--- src/rtl/gpca_sched.sv ---
`default_nettype none
// ============================================================================
// Module      : gpca_sched
// Description : Two-port request scheduler/sequencer for the 9-row GPCA
//               divide/square-root array. Arbitrates two valid/ready
//               requesters, registers the winning operands onto the array
//               inputs, waits SETTLE_CYCLES, captures F/S and returns them
//               with the requester ID over a valid/ready response channel.
//               Optional macro GPCA_SCHED_RR_EN selects round-robin
//               arbitration; when undefined, requester 0 has fixed priority.
// Revision    : 1.0 - initial release
// ============================================================================
module gpca_sched #(
    parameter int SETTLE_CYCLES = 4
) (
    input  logic        clk,
    input  logic        rst_n,
    input  logic [1:0]  req_valid,
    output logic [1:0]  req_ready,
    input  logic [1:0]  req_x,
    input  logic [17:0] req_p,
    input  logic [35:0] req_a,
    input  logic [37:0] req_b,
    input  logic [37:0] req_c,
    output logic        arr_x,
    output logic [8:0]  arr_p,
    output logic [17:0] arr_a,
    output logic [18:0] arr_b,
    output logic [18:0] arr_c,
    input  logic [8:0]  arr_f,
    input  logic [18:0] arr_s,
    output logic        rsp_valid,
    input  logic        rsp_ready,
    output logic        rsp_id,
    output logic        rsp_x,
    output logic [8:0]  rsp_f,
    output logic [18:0] rsp_s,
    output logic        busy
);

    localparam int                 c_CNT_W    = 4;
    localparam logic [c_CNT_W-1:0] c_CNT_LOAD = c_CNT_W'(SETTLE_CYCLES - 1);

    typedef enum logic [1:0] {
        ST_IDLE   = 2'd0,
        ST_SETTLE = 2'd1,
        ST_RESP   = 2'd2
    } state_t;

    state_t             r_state;
    logic [c_CNT_W-1:0] r_cnt;
    logic               r_id;
    logic               r_arr_x;
    logic [8:0]         r_arr_p;
    logic [17:0]        r_arr_a;
    logic [18:0]        r_arr_b;
    logic [18:0]        r_arr_c;
    logic               r_rsp_valid;
    logic               r_rsp_id;
    logic               r_rsp_x;
    logic [8:0]         r_rsp_f;
    logic [18:0]        r_rsp_s;

    logic               w_grant;
    logic               w_accept;
    logic               w_sel_x;
    logic [8:0]         w_sel_p;
    logic [17:0]        w_sel_a;
    logic [18:0]        w_sel_b;
    logic [18:0]        w_sel_c;

`ifdef GPCA_SCHED_RR_EN
    // Last granted requester; reset to 1 so requester 0 wins first contention
    logic r_ptr;

    // Round-robin grant: on contention the requester not granted last wins
    always_comb begin
        w_grant = ~req_valid[0];
        if (req_valid == 2'b11) begin
            w_grant = ~r_ptr;
        end
    end

    // Pointer moves only when a request is actually taken
    always_ff @(posedge clk or negedge rst_n) begin
        if (!rst_n) begin
            r_ptr <= 1'b1;
        end else if (w_accept) begin
            r_ptr <= w_grant;
        end
    end
`else
    // Fixed priority: requester 1 only wins when requester 0 is idle
    assign w_grant = ~req_valid[0];
`endif

    // Accept is possible only in IDLE; ready is forced low while in reset
    assign w_accept  = rst_n & (r_state == ST_IDLE) & (|req_valid);
    assign req_ready = w_accept ? (w_grant ? 2'b10 : 2'b01) : 2'b00;

    assign w_sel_x = w_grant ? req_x[1]      : req_x[0];
    assign w_sel_p = w_grant ? req_p[17:9]   : req_p[8:0];
    assign w_sel_a = w_grant ? req_a[35:18]  : req_a[17:0];
    assign w_sel_b = w_grant ? req_b[37:19]  : req_b[18:0];
    assign w_sel_c = w_grant ? req_c[37:19]  : req_c[18:0];

    // Sequencer: accept -> hold array inputs for the settle time -> respond
    always_ff @(posedge clk or negedge rst_n) begin
        if (!rst_n) begin
            r_state     <= ST_IDLE;
            r_cnt       <= '0;
            r_id        <= 1'b0;
            r_arr_x     <= 1'b0;
            r_arr_p     <= '0;
            r_arr_a     <= '0;
            r_arr_b     <= '0;
            r_arr_c     <= '0;
            r_rsp_valid <= 1'b0;
            r_rsp_id    <= 1'b0;
            r_rsp_x     <= 1'b0;
            r_rsp_f     <= '0;
            r_rsp_s     <= '0;
        end else begin
            case (r_state)
                ST_IDLE: begin
                    if (w_accept) begin
                        r_arr_x <= w_sel_x;
                        r_arr_p <= w_sel_p;
                        r_arr_a <= w_sel_a;
                        r_arr_b <= w_sel_b;
                        r_arr_c <= w_sel_c;
                        r_id    <= w_grant;
                        r_cnt   <= c_CNT_LOAD;
                        r_state <= ST_SETTLE;
                    end
                end
                ST_SETTLE: begin
                    if (r_cnt == '0) begin
                        r_rsp_f     <= arr_f;
                        r_rsp_s     <= arr_s;
                        r_rsp_x     <= r_arr_x;
                        r_rsp_id    <= r_id;
                        r_rsp_valid <= 1'b1;
                        r_state     <= ST_RESP;
                    end else begin
                        r_cnt <= r_cnt - 1'b1;
                    end
                end
                ST_RESP: begin
                    // rsp_valid is known high here, so rsp_ready alone completes it
                    if (rsp_ready) begin
                        r_rsp_valid <= 1'b0;
                        r_state     <= ST_IDLE;
                    end
                end
                default: begin
                    r_state <= ST_IDLE;
                end
            endcase
        end
    end

    assign arr_x     = r_arr_x;
    assign arr_p     = r_arr_p;
    assign arr_a     = r_arr_a;
    assign arr_b     = r_arr_b;
    assign arr_c     = r_arr_c;
    assign rsp_valid = r_rsp_valid;
    assign rsp_id    = r_rsp_id;
    assign rsp_x     = r_rsp_x;
    assign rsp_f     = r_rsp_f;
    assign rsp_s     = r_rsp_s;
    assign busy      = (r_state != ST_IDLE);

endmodule
`default_nettype wire

--- config.mk ---
export PLATFORM = sky130hd
export DESIGN_NAME = gpca_sched
export DESIGN_NICKNAME = d
export VERILOG_FILES = /design/src/rtl/gpca_sched.sv
export SDC_FILE = /design/constraint.sdc
export NUM_CORES = 1
export LEC_CHECK = 0
export ABC_CLOCK_PERIOD_IN_PS = 2200
export CAP_MARGIN = 20
export CORE_UTILIZATION = 39
export DETAILED_ROUTE_END_ITERATION = 7
export GPL_TIMING_DRIVEN = 0
export PLACE_DENSITY = 0.81
export SLEW_MARGIN = 20
export SYNTH_ARGS = -nofsm -noshare
export SYNTH_HDL_FRONTEND = slang
export SYNTH_SLANG_ARGS = --single-unit
--- constraint.sdc ---
create_clock -name clk -period 2.2 [get_ports clk]
set_input_delay 0.44 -clock clk [delete_from_list [all_inputs] [get_ports clk]]
set_output_delay 0.44 -clock clk [all_outputs]
set_load 0.01 [all_outputs]
==> results of run 1 <==
critical path: stages, from the launching register on:
cell and delay (ps):
dfrtp_1 390, or3b_4 410, or2_4 270, buf_12 130, nor2_4 70, buf_6 100
layer usage:
metal,global-route usage,wire [µm],vias up
li1,-,-,1715
met1,0.222,4860,1811
met2,0.389,7020,179
met3,0.0648,1070,29
met4,0.0912,382,0
met5,0,0,-
path summary, 6_finish.rpt:
path | cells after the start | startpoint | to | slack (ps)
worst min register to register | 1 | r_id | r_id | 500
worst max register to register | 6 | r_cnt[0] | rsp_s[1] | 200
worst min-delay path | 2 | rst_n | rsp_s[7] | 2
worst max-delay path | 5 | r_state[0] | req_ready[1] | 40
max in group asynchronous | 2 | rst_n | arr_a[1] | 1150
min in group clk | 1 | r_id | r_id | 500
cell type report:
class | instances | area, µm²
fill | 892 | 3780
timing repair buffer | 281 | 2930
sequential | 104 | 2600
multi-input combinational | 189 | 2090
clock buffer | 10 | 239
tap | 147 | 184
buffer | 16 | 97.6
clock inverter | 6 | 66.3
inverter | 6 | 22.5
sequential cells by signal, summed over array words and instances, names as in the netlist:
name       flops
arr_a         18
arr_b         19
r_id           1
rsp_valid      1
arr_c         19
arr_p          9
rsp_s         19
arr_x          1
r_state        2
rsp_f          9
rsp_id         1
rsp_x          1
r_cnt          4
logic make-up (layout without fill, tap and decap cells):
group / after synthesis / after routing / share of synthesized area
AND/OR/NAND/NOR: 16 / 16 / 0.0187
adder cells (fa/ha/maj): 1 / 1 / 0.00260
XOR/XNOR: 1 / 1 / 0.00182
flip-flops: 104 / 104 / 0.540
AO/OA/AOI/OAI: 7 / 7 / 0.0101
multiplexers: 164 / 164 / 0.398
buffers and inverters: 25 / 319 / 0.0288
power groups by stage:
stage / clock network [mW] / logic (mW) / registers (mW)
after floorplan: 0 / 1.71 / 3.83
after global placement: 0 / 4.64 / 3.37
after detailed placement: 0 / 4.75 / 3.44
after CTS: 1.67 / 4.82 / 3.42
after global routing: 1.75 / 5.20 / 3.52
final: 1.63 / 4.90 / 3.41
stage by stage:
stage	cell area (µm²)	hold slack, ps
floorplan	4820	144
global placement	7640	484
detailed placement	7660	418
CTS	8120	-2.93
global route	8230	-1.81
finish	8230	2.42
what timing repair did:
| action | 4_1_cts | 5_1_grt |
|---|---|---|
| hold endpoints to repair | 11 | 7 |
| pin swaps | 1 | 2 |
| resized for setup | 13 | 4 |
| setup endpoints to repair | 69 | 30 |
| setup buffers | 2 | 9 |
| cloned | 4 | 1 |
cells in the final DEF (no fill, tap or decap), types with 2 or more instances in the layout:
master	instances
buf_2	4
clkinv_2	2
buf_4	12
clkbuf_1	5
inv_6	2
dfrtp_1	104
bufbuf_16	4
nand2_1	2
nor2_1	3
o22ai_1	2
mux2_4	19
inv_1	6
buf_16	2
clkbuf_16	10
clkdlybuf4s50_1	260
nand2b_1	3
mux2_2	145
buf_1	3
o21ai_0	2
==> key figures, run 1 <==
Yosys
  • Top cell type's share of synthesized area: 0.540
  • Yosys top cell by area: dfrtp_1
  • Synthesized Nets: between 400 and 500
  • Instance count of the mapped netlist: between 300 and 400
  • Syn_area_per_cell: approximately 15 µm²
  • Top FF cell, synth: dfrtp_1
  • Netlist area before placement: between 4000 and 5000 µm²
  • Most frequent cells after synthesis: 145 x mux2_2, 104 x dfrtp_1, 19 x mux2_4
  • Synth top area cells: dfrtp_1 54%, mux2_2 34%, mux2_4 5.9%
  • Fraction of registers with async set/reset: 1.00
  • EDFF count, synth: 0
  • Top-count cell post-synth: mux2_2
  • FF+latch count, synth: around 100
  • Register area share after synthesis: 0.540
  • Synth cell types: 26
  • Ys Warns: 0

Power and ir drop
  • Sequential share of power: 0.343
  • Combinational power share: 0.493
  • P_int: about 7.0 mW
  • Power Total: around 9.9 mW
  • Maximum vdd drop: ~0.00076 V
  • Power Dens Cells: ~1200 nW/µm²
  • Leakage power: 3.48 nW
  • Clk network pwr share: 0.164
  • Switching part of the total: 0.296
  • NetSw: 2.94 mW

Global route
  • Initial antenna violation count: 0
  • GRT Util Overall: 0.211
  • Global-route wire length before repair: 20,600 µm
  • Largest net degree at the start of global routing: 28
  • GRT overflow: 0
  • Vias in the first global route: between 4,000 and 5,000

Setup path
  • Crit path capture type: primary output
  • WP data required: approximately 1800 ps
  • Worst-path fanout max: 5
  • CP Launch Type: flip-flop
  • WS Path Type: flip-flop to primary output
  • Data arrival time of the critical path: about 1700 ps

Timing
  • Crit share post-route: 0.982
  • Slew HR: 0.604
  • Minimum clock period: around 2200 ps
  • Peak Freq: roughly 0.46 GHz
  • Unrepaired setup endpoints after global routing: yes
  • Worst-margin pin slew: just under 600 ps
  • TNS Setup: 0 ps
  • Final worst slack: roughly 40 ps
  • Fin Clk Skew: 7.25 ps
  • Endpoints failing setup: 0
  • Hold Violations, Final: 0
  • Pins over their slew limit: 0

Routing
  • Post-Route WL: between 10,000 and 15,000 µm
  • Drt wl/cell: approximately 18 µm
  • Vias: between 3,000 and 4,000
  • Drt drc: 0
  • Vias per cell: between 4 and 5
  • Initial drt markers: 88
  • Drt first pass iters: 4
  • Routed Antenna Nets: 0

Placed design
  • Placer Congestion: 0.707
  • Place WS: -1200 ps
  • Placed cell count: around 730
  • HPWL after detailed placement: 9680 µm
  • PortBufs: ~260

Final layout
  • Final core utilization: 0.685
  • Layout Cells excl Fill: 759
  • # diodes: 0
  • P&R area growth vs syn: 70.8%
  • NumNets Final: 773
  • Share of cells above drive strength 1: 0.346

CTS
  • Clock Path Buffers: 2
  • Number of CTS-inserted buffers: 9
  • Root Buffer: clkbuf_16
  • Hold buffer count at cts: 1
  • CTS sink cnt: between 100 and 150
  • Worst-skew pair later-pin latency: 350 ps
  • CTS clk-pin slew, worst paths: around 70 ps
  • CTS tree: built
  • H-tree depth: 3

Job
  • # Max-Cap Violations: 0

Floorplan
  • Io pins: 265
  • Full die area: about 13,000 µm²
  • Die Width: roughly 110 µm
  • Die height: 113 µm
  • Starting Density: 0.401
  • Core area: ~12,000 µm²
  • FP Rows: 40

Run status
  • Result of the run: finished, final reports clean

Worst hold path
  • HP Class: primary input to asynchronous set/reset pin
Note: power is estimated with default switching activity, not from simulation.
==> inputs of run 2 (changes only) <==
Settings changed: GPL_ROUTABILITY_DRIVEN set to 1.
==> results of run 2 <==
Same layout as run 1: the final DEF is identical, and so are final timing and power.
